$ cat config.mk
export PLATFORM = sky130hd
export DESIGN_NAME = id_ex_stage
export DESIGN_NICKNAME = d
export VERILOG_FILES = /design/src/rtl/id_ex_stage.sv
export SDC_FILE = /design/constraint.sdc
export NUM_CORES = 1
export LEC_CHECK = 0
export ABC_AREA = 1
export CAP_MARGIN = 20
export CORE_UTILIZATION = 45
export CTS_CLUSTER_DIAMETER = 150
export CTS_CLUSTER_SIZE = 28
export DETAILED_ROUTE_END_ITERATION = 10
export PLACE_DENSITY_LB_ADDON = 0.08
export SKIP_LAST_GASP = 1
export SYNTH_ARGS = -nofsm -noshare
export SYNTH_HDL_FRONTEND = slang
export SYNTH_SLANG_ARGS = --single-unit
$ cat constraint.sdc
create_clock -name clk -period 1.7 [get_ports clk]
set_input_delay 0.34 -clock clk [delete_from_list [all_inputs] [get_ports clk]]
set_output_delay 0.34 -clock clk [all_outputs]
set_load 0.02 [all_outputs]
$ cat src/rtl/id_ex_stage.sv
// ---------------------------------------------------------------------------
// id_ex_stage
//
// Decode-to-execute pipeline register. Sits directly downstream of a
// 32-entry register file whose writes land on the clock edge while reads are
// combinational, so a value being written back in the same cycle as it is
// read would otherwise be captured stale. This stage closes that gap by
// bypassing writeback data into the captured operands, forces register $0 to
// read as zero, and refreshes held operands while stalled. It also provides
// the combinational load-use hazard detect used by the pipeline controller.
//
// Ports
//   clk, rst_n            pipeline clock / asynchronous active-low reset
//   Stall, Flush          hold EX contents / load a bubble (Flush wins)
//   Readregister1/2       rs / rt of the instruction in decode
//   RdIn                  rd field of the instruction in decode
//   Readdata1/2           register file read data for rs / rt
//   ImmIn, ExtOp          16-bit immediate and sign(1)/zero(0) extend select
//   *In (control)         decode control bits and ALU op
//   WbRegWrite,
//   WbWriteregister,
//   WbWritedata           writeback port, same signals as the register file
//   ValidEx               EX holds a real instruction
//   RsEx, RtEx,
//   WriteregEx            latched specifiers and selected destination
//   OperandAEx/BEx        latched (bypassed) operands
//   ImmEx                 extended immediate
//   *Ex (control)         latched control bits and ALU op
//   LoadUseHazard         combinational load-use detect against decode
// ---------------------------------------------------------------------------
module id_ex_stage #(
    parameter int DATA_WIDTH     = 32,
    parameter int REG_ADDR_WIDTH = 5,
    parameter int ALUOP_WIDTH    = 4
) (
    input  logic                      clk,
    input  logic                      rst_n,
    input  logic                      Stall,
    input  logic                      Flush,
    input  logic [REG_ADDR_WIDTH-1:0] Readregister1,
    input  logic [REG_ADDR_WIDTH-1:0] Readregister2,
    input  logic [REG_ADDR_WIDTH-1:0] RdIn,
    input  logic [DATA_WIDTH-1:0]     Readdata1,
    input  logic [DATA_WIDTH-1:0]     Readdata2,
    input  logic [15:0]               ImmIn,
    input  logic                      ExtOp,
    input  logic                      RegWriteIn,
    input  logic                      MemReadIn,
    input  logic                      MemWriteIn,
    input  logic                      MemtoRegIn,
    input  logic                      ALUSrcIn,
    input  logic                      RegDstIn,
    input  logic [ALUOP_WIDTH-1:0]    ALUOpIn,
    input  logic                      WbRegWrite,
    input  logic [REG_ADDR_WIDTH-1:0] WbWriteregister,
    input  logic [DATA_WIDTH-1:0]     WbWritedata,
    output logic                      ValidEx,
    output logic [REG_ADDR_WIDTH-1:0] RsEx,
    output logic [REG_ADDR_WIDTH-1:0] RtEx,
    output logic [REG_ADDR_WIDTH-1:0] WriteregEx,
    output logic [DATA_WIDTH-1:0]     OperandAEx,
    output logic [DATA_WIDTH-1:0]     OperandBEx,
    output logic [DATA_WIDTH-1:0]     ImmEx,
    output logic                      RegWriteEx,
    output logic                      MemReadEx,
    output logic                      MemWriteEx,
    output logic                      MemtoRegEx,
    output logic                      ALUSrcEx,
    output logic [ALUOP_WIDTH-1:0]    ALUOpEx,
    output logic                      LoadUseHazard
);

    localparam int ImmWidth = 16;

    // -----------------------------------------------------------------------
    // Pipeline state
    // -----------------------------------------------------------------------
    logic                      valid_q,    valid_d;
    logic [REG_ADDR_WIDTH-1:0] rs_q,       rs_d;
    logic [REG_ADDR_WIDTH-1:0] rt_q,       rt_d;
    logic [REG_ADDR_WIDTH-1:0] wreg_q,     wreg_d;
    logic [DATA_WIDTH-1:0]     opa_q,      opa_d;
    logic [DATA_WIDTH-1:0]     opb_q,      opb_d;
    logic [DATA_WIDTH-1:0]     imm_q,      imm_d;
    logic                      regwrite_q, regwrite_d;
    logic                      memread_q,  memread_d;
    logic                      memwrite_q, memwrite_d;
    logic                      memtoreg_q, memtoreg_d;
    logic                      alusrc_q,   alusrc_d;
    logic [ALUOP_WIDTH-1:0]    aluop_q,    aluop_d;

    // -----------------------------------------------------------------------
    // Load-path values
    // -----------------------------------------------------------------------
    // A writeback to $0 is architecturally a no-op, so it must never bypass
    // or refresh anything.
    logic                      wb_active;
    logic [DATA_WIDTH-1:0]     opa_load;
    logic [DATA_WIDTH-1:0]     opb_load;
    logic [DATA_WIDTH-1:0]     opa_hold;
    logic [DATA_WIDTH-1:0]     opb_hold;
    logic [DATA_WIDTH-1:0]     imm_load;
    logic [REG_ADDR_WIDTH-1:0] wreg_load;

    assign wb_active = WbRegWrite && (WbWriteregister != '0);

    // Operand A capture: $0 forces zero, then same-cycle writeback bypass.
    always_comb begin
        opa_load = Readdata1;
        if (Readregister1 == '0) begin
            opa_load = '0;
        end else if (wb_active && (WbWriteregister == Readregister1)) begin
            opa_load = WbWritedata;
        end
    end

    // Operand B capture, same rules on port 2.
    always_comb begin
        opb_load = Readdata2;
        if (Readregister2 == '0) begin
            opb_load = '0;
        end else if (wb_active && (WbWriteregister == Readregister2)) begin
            opb_load = WbWritedata;
        end
    end

    // While stalled the register file keeps being written; a held operand
    // whose source register is the writeback target would otherwise go stale.
    // When rs == rt both operands refresh from the same write.
    always_comb begin
        opa_hold = opa_q;
        opb_hold = opb_q;
        if (wb_active && (WbWriteregister == rs_q)) begin
            opa_hold = WbWritedata;
        end
        if (wb_active && (WbWriteregister == rt_q)) begin
            opb_hold = WbWritedata;
        end
    end

    always_comb begin
        if (ExtOp) begin
            imm_load = {{(DATA_WIDTH - ImmWidth){ImmIn[ImmWidth-1]}}, ImmIn};
        end else begin
            imm_load = {{(DATA_WIDTH - ImmWidth){1'b0}}, ImmIn};
        end
    end

    assign wreg_load = RegDstIn ? RdIn : Readregister2;

    // -----------------------------------------------------------------------
    // Next-state selection: Flush > Stall > Load
    // -----------------------------------------------------------------------
    always_comb begin
        // Default is stall: hold everything except the refreshed operands.
        valid_d    = valid_q;
        rs_d       = rs_q;
        rt_d       = rt_q;
        wreg_d     = wreg_q;
        opa_d      = opa_hold;
        opb_d      = opb_hold;
        imm_d      = imm_q;
        regwrite_d = regwrite_q;
        memread_d  = memread_q;
        memwrite_d = memwrite_q;
        memtoreg_d = memtoreg_q;
        alusrc_d   = alusrc_q;
        aluop_d    = aluop_q;

        if (Flush) begin
            valid_d    = 1'b0;
            rs_d       = '0;
            rt_d       = '0;
            wreg_d     = '0;
            opa_d      = '0;
            opb_d      = '0;
            imm_d      = '0;
            regwrite_d = 1'b0;
            memread_d  = 1'b0;
            memwrite_d = 1'b0;
            memtoreg_d = 1'b0;
            alusrc_d   = 1'b0;
            aluop_d    = '0;
        end else if (!Stall) begin
            valid_d    = 1'b1;
            rs_d       = Readregister1;
            rt_d       = Readregister2;
            wreg_d     = wreg_load;
            opa_d      = opa_load;
            opb_d      = opb_load;
            imm_d      = imm_load;
            regwrite_d = RegWriteIn;
            memread_d  = MemReadIn;
            memwrite_d = MemWriteIn;
            memtoreg_d = MemtoRegIn;
            alusrc_d   = ALUSrcIn;
            aluop_d    = ALUOpIn;
        end
    end

    // -----------------------------------------------------------------------
    // State register
    // -----------------------------------------------------------------------
    always_ff @(posedge clk or negedge rst_n) begin
        if (!rst_n) begin
            valid_q    <= 1'b0;
            rs_q       <= '0;
            rt_q       <= '0;
            wreg_q     <= '0;
            opa_q      <= '0;
            opb_q      <= '0;
            imm_q      <= '0;
            regwrite_q <= 1'b0;
            memread_q  <= 1'b0;
            memwrite_q <= 1'b0;
            memtoreg_q <= 1'b0;
            alusrc_q   <= 1'b0;
            aluop_q    <= '0;
        end else begin
            valid_q    <= valid_d;
            rs_q       <= rs_d;
            rt_q       <= rt_d;
            wreg_q     <= wreg_d;
            opa_q      <= opa_d;
            opb_q      <= opb_d;
            imm_q      <= imm_d;
            regwrite_q <= regwrite_d;
            memread_q  <= memread_d;
            memwrite_q <= memwrite_d;
            memtoreg_q <= memtoreg_d;
            alusrc_q   <= alusrc_d;
            aluop_q    <= aluop_d;
        end
    end

    // -----------------------------------------------------------------------
    // Outputs
    // -----------------------------------------------------------------------
    assign ValidEx    = valid_q;
    assign RsEx       = rs_q;
    assign RtEx       = rt_q;
    assign WriteregEx = wreg_q;
    assign OperandAEx = opa_q;
    assign OperandBEx = opb_q;
    assign ImmEx      = imm_q;
    assign RegWriteEx = regwrite_q;
    assign MemReadEx  = memread_q;
    assign MemWriteEx = memwrite_q;
    assign MemtoRegEx = memtoreg_q;
    assign ALUSrcEx   = alusrc_q;
    assign ALUOpEx    = aluop_q;

    // A load in EX whose destination is a source of the decoding instruction
    // cannot be forwarded in time; $0 is exempt since it always reads zero.
    assign LoadUseHazard = valid_q && memread_q && (rt_q != '0) &&
                           ((rt_q == Readregister1) || (rt_q == Readregister2));

endmodule

==> reports/results.ini, run 1 <==
[timing]
finalSetupTns_ns = -2.902
fin_skew_ns = 0.008838
period_needed_ns = 1.971
slew_violations = 0
worst_slack_ns = -0.2708
finalSetupViolations = 33
slew_headroom = 0.6669
hold_viol_final = 0
fmax_mhz = 507.4
period_share = 1.159
tightest_slew_ns = 0.4944
rsz0062_at_grt = true

[worst_hold_path]
hold_class = primary input to flip-flop
holdPathStages = 4
hp-start = Readregister1[2]
min_to = RsEx[2]$_DFFE_PN0P_

[run_status]
violations = setup timing
status = complete, but fails checks

[synthesis]
synthSimpleGateAreaFrac = 0.3283
synth_common_cells = 287 x nand2_1, 165 x nand3_1, 115 x inv_1
syn-num-nets = 1147
synth_most_common_cell = nand2_1
synth_adder_area_share = 0
yosysSeqAreaShare = 0.3780
syn_inst = 999
synth_edf_count = 0
synthArstFlopShare = 1.000
synth-compound-area-share = 0.1264
ys_types = 32
avgSynthCellArea_um2 = 7.024
yosysTopAreaCell = dfrtp_1
synth-main-ff-cell = dfrtp_1
synth_seq_cells = 106
synth.area.mux_share = 0
synth_top_family_by_area = simple AND/OR/NAND/NOR gates
yosysWarnings = 0
synth_area_leaders = dfrtp_1 38%, nand2_1 15%, nand3_1 12%, inv_1 6.2%, a21oi_1 4.6%
syn_area_um2 = 7017
synth_top_cell_area_share = 0.3780
synthXorXnorAreaFrac = 0.02122

[worst_setup_path]
critPathKind = flip-flop to output pin
cpMaxStageDelayCell = dfrtp_2
cp.buffers_inverters = 1
path_delay_family = flip-flops
reg2reg_slack_ns = -0.13
required_ns = 1.36
ff2ff_path_depth = 10
crit_chain = xor2_1 > a211oi_1 > nand3_1 > a21oi_2 > buf_4
r2r_start = RtEx[0]$_DFFE_PN0P_
cp.arrival_ns = 1.63
max_stage_delay_ns = 0.46
crit_fanout = 4
critPathCaptureType = output pin
start_kind = flip-flop
r2r-end = OperandBEx[6]$_DFFE_PN0P_
crit_cells = 5

[clock_tree]
clockRootBuffer = clkbuf_16
cts_sinks = 106
cts_tree = yes
worstSkewPairLatency_ns = 0.36
path_clk_slew_ns = 0.07
cts_made_buffers = 9
cts_max_level = 3
cts_buffer_depth = 2

[die]
start_util = 0.4616
ios = 270
die_y_um = 126.9
row_count = 45
die_area_um2 = 16100
core_region_area_um2 = 15200
fp.dieW_um = 126.9

[power]
finalPower_w = 0.007380
seqPwrFrac = 0.387
p_int_w = 0.005059
pwr-share-clk = 0.290
p_comb_frac = 0.323
peakVddDrop_uv = 517.6
swShare = 0.3145
p_leak_nw = 6.342
power_density_nw_per_um2 = 637.2
p_sw_w = 0.002321

[grt]
first_global_vias = 7984
grt_use_total = 0.3185
grt_first_pass_wirelength_um = 40280
grt-ovfl-total = 0
grt_max_degree = 60
antenna_found_initial = 0

[place]
post-place-ws_ns = -0.7337
dp_hpwl_um = 17230
io_buffers = 269
globalplace.congestion = 0.8689
place_area_um2 = 10530

[detailed_routing]
postRouteAntennaNets = 0
route.detailed.drc = 0
post_drt_via_cell_ratio = 5.499
dr.pass1.iters = 5
num_vias = 8331
first_iter_violations = 827
post_drt_wl_per_cell_um = 17.44
routed_wl_um = 26430

[final_layout]
multi_input_area_um2 = 3595
fin_area_um2 = 11580
synthToLayoutAreaGrowth_pct = 65.07
nets = 1471
antenna_cells = 0
seqCellArea_um2 = 2660
num-fill-cells = 1179
drive_gt1_frac = 0.1741

[run]
cap_violations = 0

[layout make-up]
cell class / count / share of cell area
clock buffer: 13 / 0.02161
clock inverter: 2 / 0.003241
inverter: 120 / 0.03911
multi-input combinational: 679 / 0.3104
sequential: 106 / 0.2297
tap: 188 / 0.02031
timing repair buffer: 407 / 0.3757
[logic make-up (layout without fill, tap and decap cells)]
| family | Yosys count | in the layout |
|---|---|---|
| AND/OR/NAND/NOR | 511 | 511 |
| XOR/XNOR | 17 | 17 |
| buffers and inverters | 214 | 542 |
| AO/OA/AOI/OAI | 151 | 151 |
| flip-flops | 106 | 106 |
[sequential cells by signal, summed over array words and instances (netlist names)]
signal / flops
ALUSrcEx: 1
RsEx: 5
RegWriteEx: 1
WriteregEx: 5
ALUOpEx: 4
OperandBEx: 32
RtEx: 5
MemWriteEx: 1
MemReadEx: 1
OperandAEx: 32
ValidEx: 1
ImmEx: 17
MemtoRegEx: 1
[per-layer routing]
metal,GRT usage,vias to the layer above,wire (um)
met1,0.4018,3877,10650
met2,0.5375,470,12700
met5,0,-,0
li1,-,3906,-
met4,0.1401,0,947
met3,0.05356,78,2136
[through the flow]
step	utilization	instances	hold WS (ns)
2_1_floorplan	-	999	0.04441
5_1_grt	0.7619	1515	0.4572
6_report	0.7619	1515	0.4164
4_1_cts	0.7330	1503	0.4763
3_3_place_gp	0.6928	1469	0.3090
3_5_place_dp	0.6928	1469	0.3131
[worst reg2reg max path, stage by stage, from the launching register on]
cell and delay, ns:
dfrtp_2 0.46, buf_6 0.14, xnor2_2 0.15, nand2_2 0.08
nor2_4 0.11, nand4_4 0.20, buf_12 0.22, buf_8 0.13
buf_16 0.13, nand3_1 0.07, nand2_1 0.06
[worst max-delay path by stage]
stage,start,to,slack [ns]
floorplan,RtEx[0]$_DFFE_PN0P_,LoadUseHazard,0.05
detailed placement,Readregister2[4],LoadUseHazard,-0.73
finish,RtEx[0]$_DFFE_PN0P_,LoadUseHazard,-0.27
CTS,RtEx[2]$_DFFE_PN0P_,LoadUseHazard,-0.20
global route,RtEx[0]$_DFFE_PN0P_,LoadUseHazard,-0.39
global placement,Readregister2[4],LoadUseHazard,-0.66
[timing repair]
item | 4_1_cts | 5_1_grt
setup buffers | 16 | 8
endpoints found under the hold margin | 25 | 0
resized for setup | 100 | 91
pin swaps | 18 | 30
cloned | 6 | 7
setup endpoints to repair | 104 | 96
hold buffers | 1 | 0
[cells in the final DEF, fill, tap and decap left out, types with 19 or more instances in the layout]
cell type and instances:
a21oi_2 25, dlymetal6s2s_1 33, nand3_1 158, buf_6 19
inv_1 108, dfrtp_1 100, a21oi_1 39, buf_4 79
buf_12 30, nand4_1 33, dlygate4sd2_1 46, o21ai_0 46
nand2_1 285, clkdlybuf4s50_1 183, a22o_1 27
[power groups by stage]
stage | Combinational [W] | Sequential, W | Clock, W
final | 0.00239 | 0.00286 | 0.00214
after global routing | 0.00257 | 0.00288 | 0.00226
after CTS | 0.00231 | 0.00286 | 0.00214
after detailed placement | 0.00227 | 0.00290 | 0
after global placement | 0.00225 | 0.00290 | 0
after floorplan | 0.000788 | 0.00313 | 0
(Power assumes the default switching activity.)
==> run 2, diff against run 1 <==
==> constraint.sdc (replaced) <==
create_clock -name clk -period 1.7 [get_ports clk]
set_input_delay 0.34 -clock clk [delete_from_list [all_inputs] [get_ports clk]]
set_output_delay 0.34 -clock clk [all_outputs]
set_load 0.005 [all_outputs]
==> run 2 against run 1 <==
  * The run still ends with setup timing left
  * First-iteration DRC count rose by 1.9%
  * Sequential share of layout area fell by 0.17 points
  * Final area rose by 0.75%
  * Via count rose by 0.18%
  * Clock-buffer cell count fell by 3
  * Combinational power fell by 7%
  * Largest cell class unchanged
==> reports/results.ini, run 2 (synthesized netlist as in run 1, its figures left out) <==
[power]
p_int_w = 0.005001
peakVddDrop_uv = 615.5
pwr-share-clk = 0.294
swShare = 0.3056
finalPower_w = 0.007203
seqPwrFrac = 0.396
power_density_nw_per_um2 = 617.3
p_comb_frac = 0.310
p_sw_w = 0.002201
p_leak_nw = 5.985

[worst_setup_path]
ff2ff_path_depth = 10
critPathKind = flip-flop to flip-flop
crit_fanout = 5
start_kind = flip-flop
cp-endpoint = OperandBEx[13]$_DFFE_PN0P_
crit_start = RtEx[1]$_DFFE_PN0P_
required_ns = 2.00
r2r-end = OperandBEx[13]$_DFFE_PN0P_
critPathCaptureType = flip-flop
cp.arrival_ns = 2.26
r2r_start = RtEx[1]$_DFFE_PN0P_
reg2reg_slack_ns = -0.26

[final_layout]
stdcell_count = 1526
drive_gt1_frac = 0.1689
antenna_cells = 0
seqCellArea_um2 = 2660
final_core_util = 0.7676
final_common_cell = nand2_1
multi_input_area_um2 = 3525
nets = 1481
synthToLayoutAreaGrowth_pct = 66.30
num-fill-cells = 1164
final_cell_mix = 285 x nand2_1, 233 x clkdlybuf4s50_1, 160 x nand3_1

[clock_tree]
worstSkewPairLatency_ns = 0.36
path_clk_slew_ns = 0.08
clockRootBuffer = clkbuf_16
cts_buffer_depth = 2
cts_sinks = 106
cts_made_buffers = 9
cts_max_level = 3
cts_tree = yes

[timing]
hold_viol_final = 0
period_share = 1.152
tightest_slew_ns = 0.5594
worst_slack_ns = -0.2581
slew_headroom = 0.6231
rsz0062_at_grt = true
finalSetupTns_ns = -5.595
fmax_mhz = 510.7
holdWs_ns = 0.4795
slew_violations = 0
fin_skew_ns = 0.008443
period_needed_ns = 1.958
finalSetupViolations = 34

[grt]
antenna_found_initial = 0
grt_max_degree = 36
grt_first_pass_wirelength_um = 39800
first_global_vias = 7825
grt_use_total = 0.3175
grt-ovfl-total = 0

[detailed_routing]
post_drt_wl_per_cell_um = 17.45
first_iter_violations = 843
routed_wl_um = 26620
post_drt_via_cell_ratio = 5.469
postRouteAntennaNets = 0
route.detailed.drc = 0
num_vias = 8346
dr.pass1.iters = 6

[die]
fp.dieW_um = 126.9
core_region_area_um2 = 15200
row_count = 45
die_y_um = 126.9
start_util = 0.4616
ios = 270
die_area_um2 = 16100

[place]
dpl.cell_count = 1469
dp_hpwl_um = 17020
io_buffers = 269
globalplace.congestion = 0.9087

[worst_hold_path]
hold_class = primary input to async pin

[run_status]
status = complete, but fails checks
violations = setup timing

[run]
cap_violations = 0

[run 2: changes by cell type in the layout (fill, tap and decap cells not counted), sizes merged, moves of 2 or more]
| cell | before | now |
|---|---|---|
| clkdlybuf4s15 | 3 | 1 |
| dlygate4sd2 | 46 | 28 |
| inv | 120 | 125 |
| clkbuf | 19 | 17 |
| clkdlybuf4s50 | 183 | 233 |
| bufbuf | 0 | 6 |
| buf | 135 | 138 |
| dlymetal6s2s | 33 | 3 |
[run 2: cell type report]
type | count | area share
tap | 188 | 0.02016
timing repair buffer | 417 | 0.3867
inverter | 120 | 0.03882
clock inverter | 6 | 0.004718
multi-input combinational | 679 | 0.3021
clock buffer | 10 | 0.01962
sequential | 106 | 0.2280
[run 2: worst max-delay path, cell delays in order (launching register included)]
cell	delay, ns
dfrtp_1	0.43
buf_4	0.17
xnor2_2	0.14
nand2_1	0.09
nor2_2	0.19
nand4_4	0.19
buf_6	0.19
bufbuf_16	0.27
a21oi_2	0.11
nand2_1	0.05
nand2_1	0.07
[run 2: routing by layer]
layer	part of all wire	global-route usage
met2	0.48	0.5362
met3	0.087	0.06326
met4	0.024	0.1099
met5	0	0
met1	0.41	0.4052
[run 2: what timing repair did]
action	CTS	global route
gates resized for setup	85	25
endpoints found under the setup margin	86	60
buffers inserted	19	10
hold buffers	1	0
hold endpoints to repair	26	0
cloned	9	5
pin swaps	13	12
[run 2: worst min path at each step]
stage / endpoint / slack, ns / cells after the start / start
CTS: OperandBEx[3]$_DFFE_PN0P_ / 0.49 / 2 / rst_n
detailed placement: OperandBEx[3]$_DFFE_PN0P_ / 0.33 / 1 / rst_n
finish: OperandBEx[3]$_DFFE_PN0P_ / 0.48 / 2 / rst_n
global route: RsEx[3]$_DFFE_PN0P_ / 0.50 / 4 / Readregister1[3]
global placement: OperandBEx[3]$_DFFE_PN0P_ / 0.33 / 1 / rst_n
floorplan: ALUOpEx[0]$_DFFE_PN0P_ / 0.04 / 0 / rst_n
[run 2: power by group through the flow]
stage | combinational (W) | clock (W) | sequential [W]
floorplan | 0.000773 | 0 | 0.00290
global placement | 0.00200 | 0 | 0.00290
detailed placement | 0.00201 | 0 | 0.00290
CTS | 0.00215 | 0.00214 | 0.00285
global route | 0.00240 | 0.00225 | 0.00288
finish | 0.00223 | 0.00212 | 0.00286
[run 2: stage by stage]
| step | setup slack (ns) | instance area (um^2) |
|---|---|---|
| after floorplan | 0.2368 | 7017 |
| after CTS | -0.1807 | 11370 |
| after global placement | -0.5952 | 10530 |
| final | -0.2581 | 11670 |
| after global routing | -0.3815 | 11670 |
| after detailed placement | -0.6361 | 10530 |
==> run 3, diff against run 2 <==
CORE_UTILIZATION = 46   (was 45)
CTS_BUF_LIST = sky130_fd_sc_hd__clkbuf_8   (was unset)
==> run 3 against run 2 <==
  * The run ends with DRC, setup timing left
  * Routed wire length shrank 0.33%
  * Sequential share of layout area grew 0.24 points
  * Final area down 1.1%
  * Register-to-register slack improved by 0.04 ns
  * Critical endpoint is now LoadUseHazard
  * Clock skew rose by 0.016 ns
  * Core utilization rose by 1.8 points
  * Highest routed layer unchanged
  * First-iteration DRC count rose by 15%
  * Sequential cell count did not move
  * Via count increased by 0.13%
  * Global-route usage up 2.1 points
==> reports/results.ini, run 3 (synthesized netlist as in run 1, its figures left out) <==
[place]
globalplace.congestion = 0.8777
dp_hpwl_um = 16600
place_area_um2 = 10410
post-place-ws_ns = -0.6721
io_buffers = 269

[die]
die_area_um2 = 15750
start_util = 0.4774
ios = 270
die_y_um = 125.5
fp.dieW_um = 125.5
row_count = 44
core_region_area_um2 = 14700

[worst_setup_path]
required_ns = 1.36
start_kind = flip-flop
max_stage_delay_ns = 0.42
cpMaxStageDelayCell = dfrtp_1
crit_chain = buf_4 > o22ai_1 > a211oi_1 > nand3_1 > a21oi_2 > buf_2
cp.arrival_ns = 1.61
path_delay_family = flip-flops
critPathKind = flip-flop to output pin
crit_fanout = 4
cp.buffers_inverters = 2
critPathCaptureType = output pin

[timing]
tightest_slew_ns = 0.5950
finalSetupTns_ns = -5.637
slew_violations = 0
hold_viol_final = 0
period_share = 1.146
finalSetupViolations = 33
rsz0062_at_grt = true
slew_headroom = 0.6034
worst_slack_ns = -0.2478
fmax_mhz = 513.4
fin_skew_ns = 0.02464
period_needed_ns = 1.948

[clock_tree]
clockRootBuffer = clkbuf_8
cts_max_level = 3
cts_tree = yes
cts_sinks = 106
cts_made_buffers = 9
cts_buffer_depth = 2
path_clk_slew_ns = 0.10
worstSkewPairLatency_ns = 0.39
ctsHoldBuffers = 0

[power]
swShare = 0.2968
p_int_w = 0.004755
peakVddDrop_uv = 394.8
p_sw_w = 0.002007
seqPwrFrac = 0.422
finalPower_w = 0.006761
p_leak_nw = 5.967
power_density_nw_per_um2 = 585.8
p_comb_frac = 0.321
pwr-share-clk = 0.257

[detailed_routing]
dr.pass1.iters = 10
routed_wl_um = 26540
num_vias = 8357
route.detailed.drc = 16
post_drt_via_cell_ratio = 5.523
post_drt_wl_per_cell_um = 17.54
first_iter_violations = 967
postRouteAntennaNets = 0

[final_layout]
num-fill-cells = 1060
nets = 1474
antenna_cells = 0
synthToLayoutAreaGrowth_pct = 64.50
final_common_cell = nand2_1
drive_gt1_frac = 0.1768
fin_area_um2 = 11540
final_cell_mix = 286 x nand2_1, 223 x clkdlybuf4s50_1, 159 x nand3_1

[grt]
grt_first_pass_wirelength_um = 42010
first_global_vias = 8250
grt_max_degree = 107
grt_use_total = 0.3389
grt-ovfl-total = 0
antenna_found_initial = 0

[worst_hold_path]
hold_class = primary input to async pin

[run]
cap_violations = 0

[run_status]
status = complete, but fails checks
violations = DRC, setup timing

==> run 3: cell types whose count changed in the layout (fill, tap and decap cells not counted), moves of 5 or more <==
cell and change:
a21oi_1 -19, a21oi_2 +14, clkbuf_16 -14, clkbuf_8 +10
clkdlybuf4s50_1 -10, buf_16 +9, buf_12 -8, a21oi_4 +5
dlymetal6s2s_1 +5
==> run 3: repair_timing <==
| item | 4_1_cts | 5_1_grt |
|---|---|---|
| pin swaps | 23 | 11 |
| cloned | 13 | 0 |
| resized for setup | 112 | 41 |
| endpoints found under the setup margin | 89 | 70 |
| buffers inserted | 26 | 9 |
==> run 3: area by class of cell <==
type                       count  area, um^2  share of cell area
clock buffer                  10       137.6             0.01192
clock inverter                 4       68.82            0.005962
inverter                     120       452.9             0.03924
multi-input combinational    679        3627              0.3143
sequential                   106        2659              0.2304
tap                          184       230.2             0.01995
timing repair buffer         410        4367              0.3783
==> run 3: power by group through the flow <==
stage | registers, W | clock network [W] | logic, W
4_1_cts | 0.00285 | 0.00175 | 0.00211
6_report | 0.00285 | 0.00174 | 0.00217
3_3_place_gp | 0.00290 | 0 | 0.00197
5_1_grt | 0.00288 | 0.00185 | 0.00235
3_5_place_dp | 0.00290 | 0 | 0.00199
2_1_floorplan | 0.00290 | 0 | 0.000773
==> run 3: per-layer routing <==
layer / vias up / share of wire / GRT usage
li1: 3904 / - / -
met1: 3891 / 0.39 / 0.4129
met2: 479 / 0.48 / 0.5709
met3: 83 / 0.089 / 0.07574
met4: 0 / 0.035 / 0.1557
met5: - / 0 / 0
==> run 3: worst paths after layout <==
| check | start | endpoint | slack (ns) | cells past startpoint |
|---|---|---|---|---|
| max | RtEx[4]$_DFFE_PN0P_ | LoadUseHazard | -0.25 | 6 |
| min | rst_n | OperandBEx[2]$_DFFE_PN0P_ | 0.02 | 2 |
| max reg2reg | RtEx[0]$_DFFE_PN0P_ | OperandBEx[29]$_DFFE_PN0P_ | -0.22 | 12 |
| min reg2reg | MemtoRegEx$_DFFE_PN0P_ | MemtoRegEx$_DFFE_PN0P_ | 0.51 | 1 |
| max in group asynchronous | rst_n | RtEx[0]$_DFFE_PN0P_ | 1.19 | 2 |
| min in group clk | Readregister1[4] | RsEx[4]$_DFFE_PN0P_ | 0.43 | 3 |
==> run 3: metrics by stage <==
stage          hold WS, ns  utilization  instances
3_5_place_dp        0.4668       0.7081       1456
4_1_cts            0.04549       0.7731       1505
3_3_place_gp        0.4620       0.7081       1456
2_1_floorplan      0.04441            -        999
5_1_grt            0.06746       0.7852       1513
6_report           0.02183       0.7852       1513
==> RTL change (settings of run 1) <==
`ALUOP_WIDTH`: 4 -> 5.
--- a/src/rtl/id_ex_stage.sv
+++ b/src/rtl/id_ex_stage.sv
@@ -31,7 +31,7 @@
 module id_ex_stage #(
     parameter int DATA_WIDTH     = 32,
     parameter int REG_ADDR_WIDTH = 5,
-    parameter int ALUOP_WIDTH    = 4
+    parameter int ALUOP_WIDTH    = 5
 ) (
     input  logic                      clk,
     input  logic                      rst_n,
Interface: changed (resized ALUOpEx and ALUOpIn); port bits go from 270 to 272. No check against the original RTL was run, so the function may have changed too.
==> RTL change against run 1 <==
The run still ends with negative setup slack left. Routed wire length shrank 2.0%. Synthesized cell count down 0.50%. Power fell by 0.42%. Via count is 2.0% lower. Sequential cell count grew 1. Cell area is 1.8% lower. Worst setup slack better by 0.083 ns. Sequential share of layout area is 0.61 points higher. Synthesized area fell by 0.41%. Global-route usage increased by 0.35 points. Highest routed layer unchanged.
==> RTL change: results (changes against run 1) <==
* Share of cells above drive strength 1 at 0.1525 (-0.02159)
* First-pass GRT wire length at 40340 um (+0.15%)
* DRT Pass-1 Iters at 7 (+2)
* Cells after Synth at 994 (-0.50%)
* # nets final at 1449 (-1.5%)
* Relative slew margins at 0.6716 (+0.004655)
* Detailed Place HPWL at 17100 um (-0.74%)
* WP data arrival at 1.55 ns (-0.08 ns)
* Violations in the final reports: negative setup slack
* Top post-synthesis cells by area: dfrtp_1 38%, nand2_1 15%, nand3_1 12%
* P_leak at 0.006520 uW (+2.8%)
* Clock Latency Late Sink at 0.37 ns
* CP max stage delay at 0.43 ns (-0.03 ns)
* Top_reg_cell synth: dfrtp_1
* Worst clock skew at 0.008933 ns (+0.00009476 ns)
* Post-synth top cells: 281 x nand2_1, 166 x nand3_1, 111 x inv_1, 107 x dfrtp_1, 67 x a21oi_1
* Buffers on Ports at 271 (+0.74%)
* Final worst slack at -0.1882 ns (+0.08265 ns)
* Status: finished, violations left
* Final WL at 25900 um (-2.0%)
* Crit-path max FO at 4 (unchanged)
* Critical path's slowest cell: dfrtp_1
* GP Congestion at 0.8884 (+2.2%)
* Internal reg-to-reg setup slack at -0.15 ns (-0.02 ns)
* Setup TNS at -3.449 ns (-0.5469 ns)
* Async SR Flop Fraction at 1.000 (unchanged)
* Non-filler cells, final at 1494 (-1.4%)
* Vias in the first global route at 7868 (-1.5%)
* 1st-iter DRT viols at 739 (-11%)
* Min-delay worst type: in -> async
* # fillers at 1221 (+3.6%)
* FF-to-FF End: OperandBEx[14]
* Post-synth net total at 1143 (-0.35%)
* FF-to-FF path depth at 11 (+1)
* Via density at 5.467 (-0.58%)
* Peak supply drop at 552.5 uV (+6.7%)
* Setup violators final at 33 (unchanged)
* Sequential-to-total area share from yosys stat at 0.3832 (+0.005138)
* Initial antenna violation count at 1 (+1)
* Largest net degree at the start of global routing at 56 (-6.7%)
* Worst-path clk slew at 0.08 ns
* GRT Total Usage at 0.3220 (+0.003485)
==> RTL change: cell type report <==
class | count | area (um^2) | share of cell area
clock buffers | 10 | 229.0 | 0.02014
diodes | 1 | 2.502 | 0.0002201
well taps | 188 | 235.2 | 0.02069
multi-input cells | 678 | 3593 | 0.3161
clock inverters | 6 | 58.81 | 0.005172
inverters | 114 | 430.4 | 0.03786
repair buffers | 390 | 4140 | 0.3641
flip-flops and latches | 107 | 2680 | 0.2357
==> RTL change: per-layer routing <==
metal,GRT usage,share of wire,wire [um],vias up
li1,-,-,-,3861
met1,0.4044,0.39,10210,3797
met2,0.5450,0.49,12640,452
met3,0.07170,0.089,2310,58
met4,0.1148,0.029,739,0
met5,0,0,0,-
==> RTL change: worst max-delay path by stage <==
stage / start / to / slack, ns
floorplan: RtEx[0] / LoadUseHazard / 0.05
global placement: Readregister1[0] / LoadUseHazard / -0.64
detailed placement: Readregister2[3] / LoadUseHazard / -0.63
CTS: RtEx[0] / LoadUseHazard / -0.20
global route: RtEx[0] / OperandBEx[14] / -0.27
finish: RtEx[2] / LoadUseHazard / -0.19
==> RTL change: timing repair <==
action | in CTS | in global routing
gates resized for setup | 92 | 105
hold endpoints to repair | 6 | 0
hold buffers | 1 | 0
endpoints found under the setup margin | 114 | 104
buffers inserted | 8 | 5
gates cloned | 6 | 3
pin swaps | 8 | 14
==> RTL change: logic make-up after synthesis <==
family,Yosys count,synth area share
AOI/OAI and AO/OA,149,0.1250
buffers and inverters,209,0.1389
xor gates and xnor gates,21,0.02632
DFF,107,0.3832
and+or+nand+nor,508,0.3266
==> RTL change: per-stage QoR <==
stage | hold WS [ns] | total power (uW) | instance area [um^2] | util | setup slack [ns]
2_1_floorplan | 0.04441 | 3931 | 6988 | - | 0.04825
3_3_place_gp | 0.1738 | 5150 | 10380 | 0.6829 | -0.6420
3_5_place_dp | 0.1796 | 5170 | 10380 | 0.6829 | -0.6328
4_1_cts | 0.3309 | 7306 | 10940 | 0.7194 | -0.1964
5_1_grt | 0.3545 | 7699 | 11370 | 0.7479 | -0.2739
6_report | 0.3414 | 7349 | 11370 | 0.7479 | -0.1882
==> RTL change: critical path: cells and delay by family (launching register included) <==
kind | cells | cell delay, ns
flops | 1 | 0.43
buf+inv | 2 | 0.31
simple gates | 1 | 0.08
compound gates | 2 | 0.37
==> RTL change: where the power goes <==
| group | switching (uW) | total (uW) | internal (uW) | leakage, uW |
|---|---|---|---|---|
| sequential | 131 | 2870 | 2740 | 0.00139 |
| clock | 1100 | 2140 | 1030 | 0.000137 |
| combinational | 1220 | 2340 | 1120 | 0.00499 |
| total | 2460 | 7350 | 4890 | 0.00652 |
